File: src/rtl/irq_ctrl_pkg.sv
// irq_ctrl_pkg
//   Shared constants for the interrupt controller: source count, register
//   window offsets (word offset = PrAddr[4:2]), the bridge window base and a
//   lowest-index-wins priority encoder used to build the VEC register.
package irq_ctrl_pkg;

    localparam int N_SRC  = 6;
    localparam int LOST_W = 8;

    localparam logic [2:0] IRQ_PEND = 3'd0;
    localparam logic [2:0] IRQ_MASK = 3'd1;
    localparam logic [2:0] IRQ_EDGE = 3'd2;
    localparam logic [2:0] IRQ_VEC  = 3'd3;
    localparam logic [2:0] IRQ_LOST = 3'd4;

    // Window base used by the bridge address decoder.
    localparam logic [31:0] IRQ_BASE = 32'h0000_7F20;

    // Index of the lowest set bit, 0 when nothing is set.
    function automatic logic [2:0] prio_idx(input logic [N_SRC-1:0] v);
        prio_idx = 3'd0;
        for (int i = N_SRC - 1; i >= 0; i--) begin
            if (v[i]) prio_idx = 3'(i);
        end
    endfunction

endpackage

File: src/rtl/irq_sync.sv
// irq_sync
//   One interrupt line: SYNC_STG-flop synchroniser followed by one extra
//   flop holding the previous synchronised value, giving a rising-edge pulse.
// Ports
//   clk   : clock
//   reset : asynchronous, active-low reset
//   din   : raw line, asynchronous to clk
//   s     : synchronised level
//   rise  : one-cycle pulse when s goes 0 -> 1
module irq_sync
    import irq_ctrl_pkg::*;
#(
    parameter int SYNC_STG = 2
) (
    input  logic clk,
    input  logic reset,
    input  logic din,
    output logic s,
    output logic rise
);

    logic [SYNC_STG-1:0] chain;
    logic                prev;

    always_ff @(posedge clk or negedge reset) begin
        if (!reset) begin
            chain <= '0;
            prev  <= 1'b0;
        end else begin
            chain <= {chain[SYNC_STG-2:0], din};
            prev  <= chain[SYNC_STG-1];
        end
    end

    assign s    = chain[SYNC_STG-1];
    assign rise = s & ~prev;

endmodule

File: src/rtl/irq_ctrl.sv
// irq_ctrl
//   Interrupt controller feeding CPU HWInt[7:2]. Each source is synchronised,
//   edge-detected, latched into PEND (edge mode) or followed (level mode),
//   masked by MASK and registered onto hwint. LOST counts cycles in which an
//   edge-mode rise hit an already-pending source.
// Ports
//   clk   : clock
//   reset : asynchronous, active-low reset
//   src   : raw interrupt lines, bit i = source i
//   sel   : bridge select
//   addr  : word offset in the window (0 PEND, 1 MASK, 2 EDGE, 3 VEC, 4 LOST)
//   we    : write strobe, only effective together with sel
//   wd    : write data
//   rd    : read data, combinational from registers, no read side effects
//   hwint : registered PEND & MASK
// Bus access: a write takes effect at the clock edge where sel && we is high;
// there is no wait state and no handshake back to the bridge.
module irq_ctrl
    import irq_ctrl_pkg::*;
#(
    parameter int               SYNC_STG = 2,
    parameter logic [N_SRC-1:0] EDGE_RST = 6'b111111
) (
    input  logic             clk,
    input  logic             reset,
    input  logic [N_SRC-1:0] src,
    input  logic             sel,
    input  logic [2:0]       addr,
    input  logic             we,
    input  logic [31:0]      wd,
    output logic [31:0]      rd,
    output logic [N_SRC-1:0] hwint
);

    logic [N_SRC-1:0]  s, rise;
    logic [N_SRC-1:0]  pend_q, mask_q, edge_q, pend_d, pm;
    logic [LOST_W-1:0] lost_q;
    logic              wr_pend, wr_mask, wr_edge, wr_lost, lost_hit;
    logic              unused_wd_hi;

    for (genvar i = 0; i < N_SRC; i++) begin : g_sync
        irq_sync #(.SYNC_STG(SYNC_STG)) u_sync (
            .clk  (clk),
            .reset(reset),
            .din  (src[i]),
            .s    (s[i]),
            .rise (rise[i])
        );
    end

    assign wr_pend = sel & we & (addr == IRQ_PEND);
    assign wr_mask = sel & we & (addr == IRQ_MASK);
    assign wr_edge = sel & we & (addr == IRQ_EDGE);
    assign wr_lost = sel & we & (addr == IRQ_LOST);

    // Only the low bits are architectural; LOST clears on any written value.
    assign unused_wd_hi = ^wd[31:N_SRC];

    // A source counts as lost when it is in edge mode this cycle, even if
    // the same cycle switches its mode.
    assign lost_hit = |(rise & edge_q & pend_q);

    always_comb begin
        pend_d = pend_q;
        for (int i = 0; i < N_SRC; i++) begin
            if (wr_edge && (wd[i] != edge_q[i])) begin
                // Mode change discards whatever was pending for that source.
                pend_d[i] = 1'b0;
            end else if (edge_q[i]) begin
                // New rise beats a simultaneous W1C acknowledge.
                if (rise[i])                 pend_d[i] = 1'b1;
                else if (wr_pend && wd[i])   pend_d[i] = 1'b0;
            end else begin
                pend_d[i] = s[i];
            end
        end
    end

    always_ff @(posedge clk or negedge reset) begin
        if (!reset) begin
            pend_q <= '0;
            mask_q <= '0;
            edge_q <= EDGE_RST;
            lost_q <= '0;
            hwint  <= '0;
        end else begin
            pend_q <= pend_d;
            if (wr_mask) mask_q <= wd[N_SRC-1:0];
            if (wr_edge) edge_q <= wd[N_SRC-1:0];
            if (wr_lost) begin
                lost_q <= '0;
            end else if (lost_hit && (lost_q != '1)) begin
                lost_q <= lost_q + LOST_W'(1);
            end
            hwint <= pend_q & mask_q;
        end
    end

    assign pm = pend_q & mask_q;

    always_comb begin
        rd = '0;
        case (addr)
            IRQ_PEND: rd[N_SRC-1:0]  = pend_q;
            IRQ_MASK: rd[N_SRC-1:0]  = mask_q;
            IRQ_EDGE: rd[N_SRC-1:0]  = edge_q;
            IRQ_VEC: begin
                rd[31]  = |pm;
                rd[2:0] = prio_idx(pm);
            end
            IRQ_LOST: rd[LOST_W-1:0] = lost_q;
            default:  rd = '0;
        endcase
    end

endmodule

File: config.mk
export PLATFORM = sky130hd
export DESIGN_NAME = irq_ctrl
export DESIGN_NICKNAME = d
export VERILOG_FILES = /design/src/rtl/irq_ctrl_pkg.sv /design/src/rtl/irq_sync.sv /design/src/rtl/irq_ctrl.sv
export SDC_FILE = /design/constraint.sdc
export NUM_CORES = 1
export LEC_CHECK = 0
export BUFFER_PORTS_ARGS = -buffer_cell sky130_fd_sc_hd__buf_2
export CORE_ASPECT_RATIO = 2
export CORE_MARGIN = 4
export CORE_UTILIZATION = 50
export DETAILED_ROUTE_END_ITERATION = 12
export PLACE_DENSITY = 0.88
export SKIP_LAST_GASP = 1
export SLEW_MARGIN = 20
export SYNTH_ARGS = -nofsm -noshare
export SYNTH_HDL_FRONTEND = slang
export SYNTH_HIERARCHICAL = 1
export SYNTH_SLANG_ARGS = --single-unit
File: constraint.sdc
create_clock -name clk -period 2.1 [get_ports clk]
set_clock_uncertainty 0.05 [all_clocks]
set_input_delay 0.315 -clock clk [delete_from_list [all_inputs] [get_ports clk]]
set_output_delay 0.315 -clock clk [all_outputs]
set_load 0.03 [all_outputs]
---- Word-level counts from Yosys, hierarchy flattened ----
Index checks and enable logic that the tools add are counted.
word-level totals
  bits in registers ....................... 50
  bits of input ports ..................... 45
  output and inout port bits .............. 38
  logic and storage cells ................. 113
cells by class
  add/sub/neg operators ................... 1
  equal/unequal tests ..................... 17
  muxes and demuxes ....................... 36
  bitwise operators ....................... 20
  reduce and logical (&&, ||, !) cells .... 17
operator list
  kind                                            count
  two-way mux 1 bit                               25
  != test 4 x 1 -> 1 bit (second input constant)  6
  bitwise AND 6 bit                               3
  two-way mux 3 bit                               6
  two-way mux 8 bit                               2
  case mux 3 bit (5 select lines)                 1
  logical AND 1 bit                               13
  case mux 3 bit (4 select lines)                 1
  OR reduction 6 bit                              2
  bitwise AND 1 bit                               11
  adder 8 x 1 -> 8 bit (second input constant)    1
  != test 8 bit (second input constant)           1
  == test 3 x 2 -> 1 bit (second input constant)  2
  != test 1 bit                                   6
  NOT 1 bit                                       6
  == test 3 x 1 -> 1 bit (second input constant)  1
  == test 3 bit (second input constant)           1
  zero test 3 bit                                 1
  two-way mux 2 bit                               1
  nonzero test 2 bit                              1

---- Logic depth before layout (Yosys ltp) ----
Gate-level depths: netlist of the first run.
  word-level depth ........................ 8
  mapped depth ............................ 8
  gate-level depth less buffers ........... 6

---- Hierarchy ----
The synthesis of the first run kept the hierarchy.
modules (own cells, without submodules)
  module    times used  cells an instance  area each (um^2)  sequential area each (um^2)
  irq_ctrl  1           222                1965.6            808.3
  irq_sync  6           4                  88.8              75.1

---- Least setup slack after synthesis of the first run ----
No wires, ideal clock.
  kind .................................... input to output
  from .................................... input addr[1]
  to ...................................... output rd[2]
  arrival ................................. 1.668 ns
  data required time ...................... 1.735 ns
  slack ................................... 0.067 ns
  stages on the path ...................... 4
  buffers on the path ..................... 1
  cell sequence ........................... buf_1 -> nor2b_1 -> a22oi_1 -> o21ai_0
between the ends
  cells in the longest elaborated chain, start to end .. 2
  elaborated cells between the ends (all ways) .. 6
  classes of those cells .................. eq/ne (4); mux (1); reduce/logical (1)
ends and longest elaborated chain
  element                                RTL line         text
  start, declared                        irq_ctrl.sv:28   input logic [2:0] addr,
  == test 3 bit (tied with other cells)  irq_ctrl.sv:103  case (addr)
  case mux 3 bit (5 select lines) *      irq_ctrl.sv:103
  end, declared                          irq_ctrl.sv:31   output logic [31:0] rd,
Mark *: on every way between the ends. The rest lies on a longest branch, timed or not.

---- Final worst setup path of the first run ----
  from .................................... register pend_q[3]
  to ...................................... output rd[2]
between the ends
  cells in the longest elaborated chain, start to end .. 6
ends and longest elaborated chain
  element                          RTL line            text
  start, declared                  irq_ctrl.sv:36      logic [N_SRC-1:0] pend_q, mask_q, edge_q, pend_d, pm;
  start signal, assigned           irq_ctrl.sv:87      pend_q <= pend_d;
  bitwise AND 6 bit                irq_ctrl.sv:99      assign pm = pend_q & mask_q;
  named net pm[3]                  irq_ctrl.sv:36
  two-way mux 3 bit (4 in series)  irq_ctrl_pkg.sv:23  if (v[i]) prio_idx = 3'(i);
  case mux 3 bit (5 select lines)  irq_ctrl.sv:103
The timed path passes the listed nets, and every way through them passes these cells.

==> summary.md, run 1 <==
| Metric | Value |
|---|---|
| Num ports | a little over 80 |
| Worst Path Arrival | roughly 1.7 ns |
| Post-synth top area cell | dfrtp_1 |
| R2r endpoint | lost_q[7] |
| Grt total ovfl | 0 |
| Setup crit start kind | flip-flop |
| Die height | around 110 um |
| Core area | approximately 0.005 sq mm |
| Yosys Warn Count | 6 |
| Initial antenna violation count | 0 |
| Hold Crit Depth | 1 |
| Area share of the largest cell type after synthesis | 0.441 |
| Final nets | 338 |
| Syn Inst Count | 246 |
| Top post-synthesis cells by count | 44 x dfrtp_1, 36 x nand2_1, 23 x buf_4 |
| Distinct cell type count after synthesis | 44 |
| DP HPWL | 4170 um |
| Synthesized flop and latch total | 50 |
| Max FO, Critical Path | 3 |
| Input/output buffers | 33 |
| Max Clock Freq | between 400 and 500 MHz |
| Shortest period the worst path allows | 2.04 ns |
| Reg2reg setup slack | 0.14 ns |
| Initial DRC count | 69 |
| Final Hold Viols | 0 |
| Post-Route Utilization | 0.586 |
| Total power | between 2000 and 3000 uW |
| Final ANT Viol Nets | 0 |
| Final GP Congestion | roughly 0.91 |
| Final Routed Wirelength | roughly 5400 um |
| Synth Area per Inst | ~10 sq um |
| H-tree Lvls | 2 |
| Setup-failing EPs final | 0 |
| Fin cells | between 300 and 400 |
| Setup TNS | 0 ns |
| Status | completed |
| Clk buf depth | 2 |
| R2r startpoint | edge_q[1] |
| CP Class | flip-flop to output pin |
| Drt first pass iters | 4 |
| Area growth, synth to finish | 14.2% |
| Layout cell share with drive strength beyond 1 | 0.276 |
| First-pass GRT wire length | roughly 9000 um |
| Max cap viols | 0 |
| Slew headroom | 0.597 |
| PD cells | approximately 960 mW/mm^2 |
| Vias in the first global route | around 1.9k |
| Cell total after placement | 337 |
| CTS tree | done |
| Max-slew violation count | 0 |
| Fillers | roughly 440 |
| RSZ-0062 raised after global routing | no |
| Hold Startpoint | src[1] |
| Most frequent cell after synthesis | dfrtp_1 |
| Chip Width | between 50 and 60 um |
| Drt via density | ~5.5 |
| Leak | ~0.0014 uW |
| Synth Cell Area | 0.00250 sq mm |
| Die ar. | between 0.006 and 0.007 sq mm |
| Seq/Total Area, Yosys | 0.504 |
| Worst setup EP type | output pin |
| Worst-skew pair later-pin latency | 0.32 ns |
| Routed via count | slightly below 2k |
| N_diodes | 0 |
| Multi-input logic area | between 0.001 and 0.0015 sq mm |
| Inserted Clock Buffers | 5 |
| Sequential Area | around 0.0013 sq mm |
| Clock transition at the registers of the reported paths | roughly 0.090 ns |
| VDD IR max | ~0.62 mV |
| Worst Hold Class | input pin to flip-flop |
| Remaining routing DRC violations | 0 |
| FP Rows | 36 |
| CTS Root Cell | clkbuf_8 |
| Ys async rst share | 1.00 |
| Initial Utilization | 0.514 |
| Top FF cell, synth | dfrtp_1 |
| Hold Path End | g_sync[1].u_sync/chain[0] |
| CP required | roughly 1.7 ns |
| GRT Util Overall | 0.190 |
| Crit share post-route | 0.969 |
| Worst Reg2Reg Path Length in Cells | 5 |
| DR WL/cell | 15.4 um |
| Worst Max-Slew Pin Slew | between 0.6 and 0.7 ns |
| Synth top area cells | dfrtp_1 44%, buf_4 6.9%, dfstp_2 6.3% |
| Clock sinks | 50 |
| Post-synth EDFFs | 0 |
| Pin count of the biggest net entering global routing | 29 |
## layer usage
metal,track usage,wire length [um],up-vias
li1,-,-,909
met2,0.356,3130,63
met5,0,0,-
met1,0.183,1800,953
met4,0.103,154,0
met3,0.0430,301,14
## per-stage QoR
step                      cell area (sq um)  setup slack [ns]  hold WS, ns
after global routing                   2850           0.00476       0.0323
after detailed placement               2680             0.179        0.286
after floorplan                        2580            0.0674      -0.0306
after global placement                 2680             0.196        0.281
after CTS                              2820            0.0291       0.0343
final                                  2850            0.0646       0.0415
## worst max-delay path by stage
stage                   start        end  slack, ns
floorplan             addr[1]      rd[2]       0.07
global placement    edge_q[1]  lost_q[7]       0.20
detailed placement  edge_q[1]  lost_q[7]       0.18
CTS                 mask_q[2]      rd[2]       0.03
global route        pend_q[2]      rd[2]      0.005
finish              pend_q[3]      rd[2]       0.06
## layout make-up
cell class	instances	area share
clock buffers	5	0.0241
clock inverters	3	0.0167
inverters	4	0.00526
multi-input cells	184	0.390
flip-flops and latches	50	0.441
well taps	57	0.0250
repair buffers	47	0.0974
## registers in the layout, indices dropped and copies added (netlist names)
signal	count
g_sync.u_sync/chain	12
hwint	6
mask_q	6
g_sync.u_sync/prev	6
pend_q	6
edge_q	6
lost_q	8
## logic make-up after synthesis
logic type                 after synthesis  share of synthesized area
DFF                                     50                      0.504
AOI/OAI and AO/OA                       54                      0.135
muxes                                   12                     0.0511
and+or+nand+nor                         94                      0.214
adders and majority gates                1                    0.00501
buffers and inverters                   34                     0.0901
other                                    1                    0.00150
## placed cells by master (no fill, tap or decap), types with 3 or more instances in the layout
cell	count
o211ai_1	5
inv_1	4
and2_1	3
o21ai_0	12
mux2_2	6
and2_4	3
nor2b_4	6
and3_1	5
nand3_1	5
nand2_1	36
a31oi_1	3
clkbuf_8	5
nor3_1	3
buf_4	15
buf_2	31
nor2_1	13
conb_1	23
a21oi_1	15
o22ai_1	4
or3_1	5
dfrtp_1	44
dfstp_2	6
o41ai_1	3
mux2i_1	6
## power breakdown
group	total [uW]	leakage [uW]	switching [uW]	internal, uW
Sequential	1320	0.000600	170	1150
Combinational	695	0.000707	416	279
Clock	709	0.0000591	345	363
Total	2730	0.00137	931	1800
## worst max-delay path, stage by stage (launching register included)
cell and delay (ns):
dfrtp_1 0.39, and2_4 0.17, or2_2 0.32, nor2_1 0.11
a21oi_1 0.07, o21ai_1 0.10, buf_4 0.19
## repair_timing
item                                    CTS  global route
endpoints found under the hold margin    22             0
resized for setup                         2             6
setup buffers                             1             3
endpoints found under the setup margin    2             3
hold buffers                              1             0
gates cloned                              0             0
Note: power is estimated with default switching activity, not from simulation.
==> run 2: changes to the inputs <==
--- a/config.mk
+++ b/config.mk
@@ -10,5 +10,5 @@
 export CORE_MARGIN = 4
-export CORE_UTILIZATION = 50
+export CORE_UTILIZATION = 45
 export DETAILED_ROUTE_END_ITERATION = 12
-export PLACE_DENSITY = 0.88
+export PLACE_DENSITY = 0.84
 export SKIP_LAST_GASP = 1
==> constraint.sdc (replaced) <==
create_clock -name clk -period 1.71 [get_ports clk]
set_clock_uncertainty 0.05 [all_clocks]
set_input_delay 0.0855 -clock clk [delete_from_list [all_inputs] [get_ports clk]]
set_output_delay 0.0855 -clock clk [all_outputs]
set_load 0.03 [all_outputs]
==> summary.md, run 2 (synthesized netlist as in run 1, its figures left out) <==
| Metric | Value |
|---|---|
| FP Rows | 38 |
| Setup crit start kind | flip-flop |
| Initial Utilization | 0.461 |
| Clk buf depth | 2 |
| Max-slew violation count | 0 |
| CP required | roughly 1.6 ns |
| Drt via density | ~5.4 |
| N_diodes | 0 |
| Input/output buffers | 33 |
| Die ar. | 0.00688 sq mm |
| Setup-failing EPs final | 4 |
| VDD IR max | ~0.69 mV |
| Initial DRC count | between 150 and 200 |
| Die height | ~110 um |
| H-tree Lvls | 2 |
| R2r startpoint | edge_q[5] |
| Hold Startpoint | wd[1] |
| CTS tree | done |
| Final ANT Viol Nets | 0 |
| Post-Route Utilization | 0.616 |
| Remaining routing DRC violations | 0 |
| Worst Path Arrival | 1.70 ns |
| First-pass GRT wire length | around 9400 um |
| DR WL/cell | 15.0 um |
| Crit share post-route | 1.07 |
| PD cells | between 1000 and 1500 mW/mm^2 |
| DP HPWL | 4270 um |
| Launch point of the worst path | pend_q[5] |
| Largest registers | g_sync.u_sync/chain (12), lost_q (8) |
| Final Hold Viols | 0 |
| Clock transition at the registers of the reported paths | about 0.09 ns |
| Commonest non-fill, non-tap cell in the layout | dfrtp_1 |
| Area growth, synth to finish | 33.7% |
| Shortest period the worst path allows | between 1.5 and 2 ns |
| Cell total after placement | about 360 |
| Inserted Clock Buffers | 5 |
| Grt total ovfl | 0 |
| Pin count of the biggest net entering global routing | 51 |
| Core area | around 0.0054 sq mm |
| RSZ-0062 raised after global routing | yes |
| Chip Width | 60.7 um |
| Max reg flops | 12 |
| Hold Path End | edge_q[1] |
| CP Class | flip-flop to output pin |
| R2r endpoint | lost_q[7] |
| Worst Hold Class | input pin to flip-flop |
| Worst setup EP type | output pin |
| Hold Crit Depth | 3 |
| Vias in the first global route | about 2k |
| Post-route setup slack | -0.124 ns |
| Final Routed Wirelength | slightly below 6000 um |
| Max cap viols | 0 |
| CP max stage delay | about 0.39 ns |
| Drt first pass iters | 4 |
| Worst Reg2Reg Path Length in Cells | 5 |
| Fillers | 434 |
| Reg2reg setup slack | -0.01 ns |
| Critical-path cell list | buf_6 -> and2_4 -> a21oi_2 -> o21ai_1 -> a221o_1 -> buf_6 |
| Multi-input logic area | approximately 0.0013 sq mm |
| Initial antenna violation count | 0 |
| Max Clock Freq | around 550 MHz |
| Fin cells | 393 |
| Layout cell share with drive strength beyond 1 | 0.381 |
| Routed via count | ~2.1k |
| Max FO, Critical Path | 3 |
| Status | finished, violations left |
| CTS Root Cell | clkbuf_8 |
| Commonest non-fill, non-tap cells in the layout | 44 x dfrtp_1, 39 x buf_4, 36 x nand2_1 |
| CP bufs+invs | 2 |
| CP max-delay cell | dfrtp_1 |
| Final GP Congestion | roughly 0.97 |
| Crit-path leading delay family | compound AO/OA/AOI/OAI gates |
| Final nets | 378 |
| Sequential Area | 0.00126 sq mm |
| Post-placement worst setup slack | -0.154 ns |
| Clock sinks | 50 |
| GRT Util Overall | 0.185 |
| Num ports | 83 |
| Cell repeated most along the worst path | buf_6 |
| Worst-skew pair later-pin latency | between 0.3 and 0.4 ns |
| Violated checks | setup timing |
| Leak | ~0.0016 uW |
| Largest Register | g_sync.u_sync/chain |
run 2: routing by layer:
metal  part of all wire  track usage
met5                  0            0
met4              0.060        0.130
met3              0.060       0.0362
met2               0.53        0.305
met1               0.34        0.201
run 2: layout make-up:
class	instances	area share
clock buffers	7	0.0228
clock inverters	1	0.00899
repair buffers	86	0.190
well taps	60	0.0225
multi-input cells	185	0.375
flip-flops and latches	50	0.377
inverters	4	0.00449
run 2: per-stage QoR:
stage	instance area [sq um]	hold slack [ns]	power (uW)	setup TNS, ns
after floorplan	2590	-0.260	2230	-0.00648
after global placement	2870	0.0326	2580	-0.443
after detailed placement	2870	0.0411	2610	-0.676
after CTS	3190	0.0154	3540	-0.245
after global routing	3340	0.0196	3890	-0.506
final	3340	0.0167	3680	-0.210
run 2: timing repair:
action | 4_1_cts | 5_1_grt
hold endpoints to repair | 61 | 0
gates cloned | 1 | 0
setup buffers | 3 | 6
gates resized for setup | 20 | 23
endpoints found under the setup margin | 12 | 11
hold buffers | 12 | 0
pin swaps | 6 | 4
run 2: how the worst max path moves through the flow:
stage	to	slack (ns)	depth (start not counted)
after floorplan	lost_q[5]	-0.006	6
after global placement	lost_q[4]	-0.13	7
after detailed placement	lost_q[4]	-0.15	7
after CTS	rd[0]	-0.14	6
after global routing	rd[0]	-0.18	7
final	rd[0]	-0.12	6
run 2: worst register-to-register path, delay by kind of cell, from the launching register on:
family | cells | cell delay (ns)
DFF | 1 | 0.54
AOI/OAI and AO/OA | 2 | 0.19
and+or+nand+nor | 3 | 0.88
run 2: report_power, final:
part	internal [uW]	switching (uW)
registers	1410	168
clock network	438	378
logic	607	680
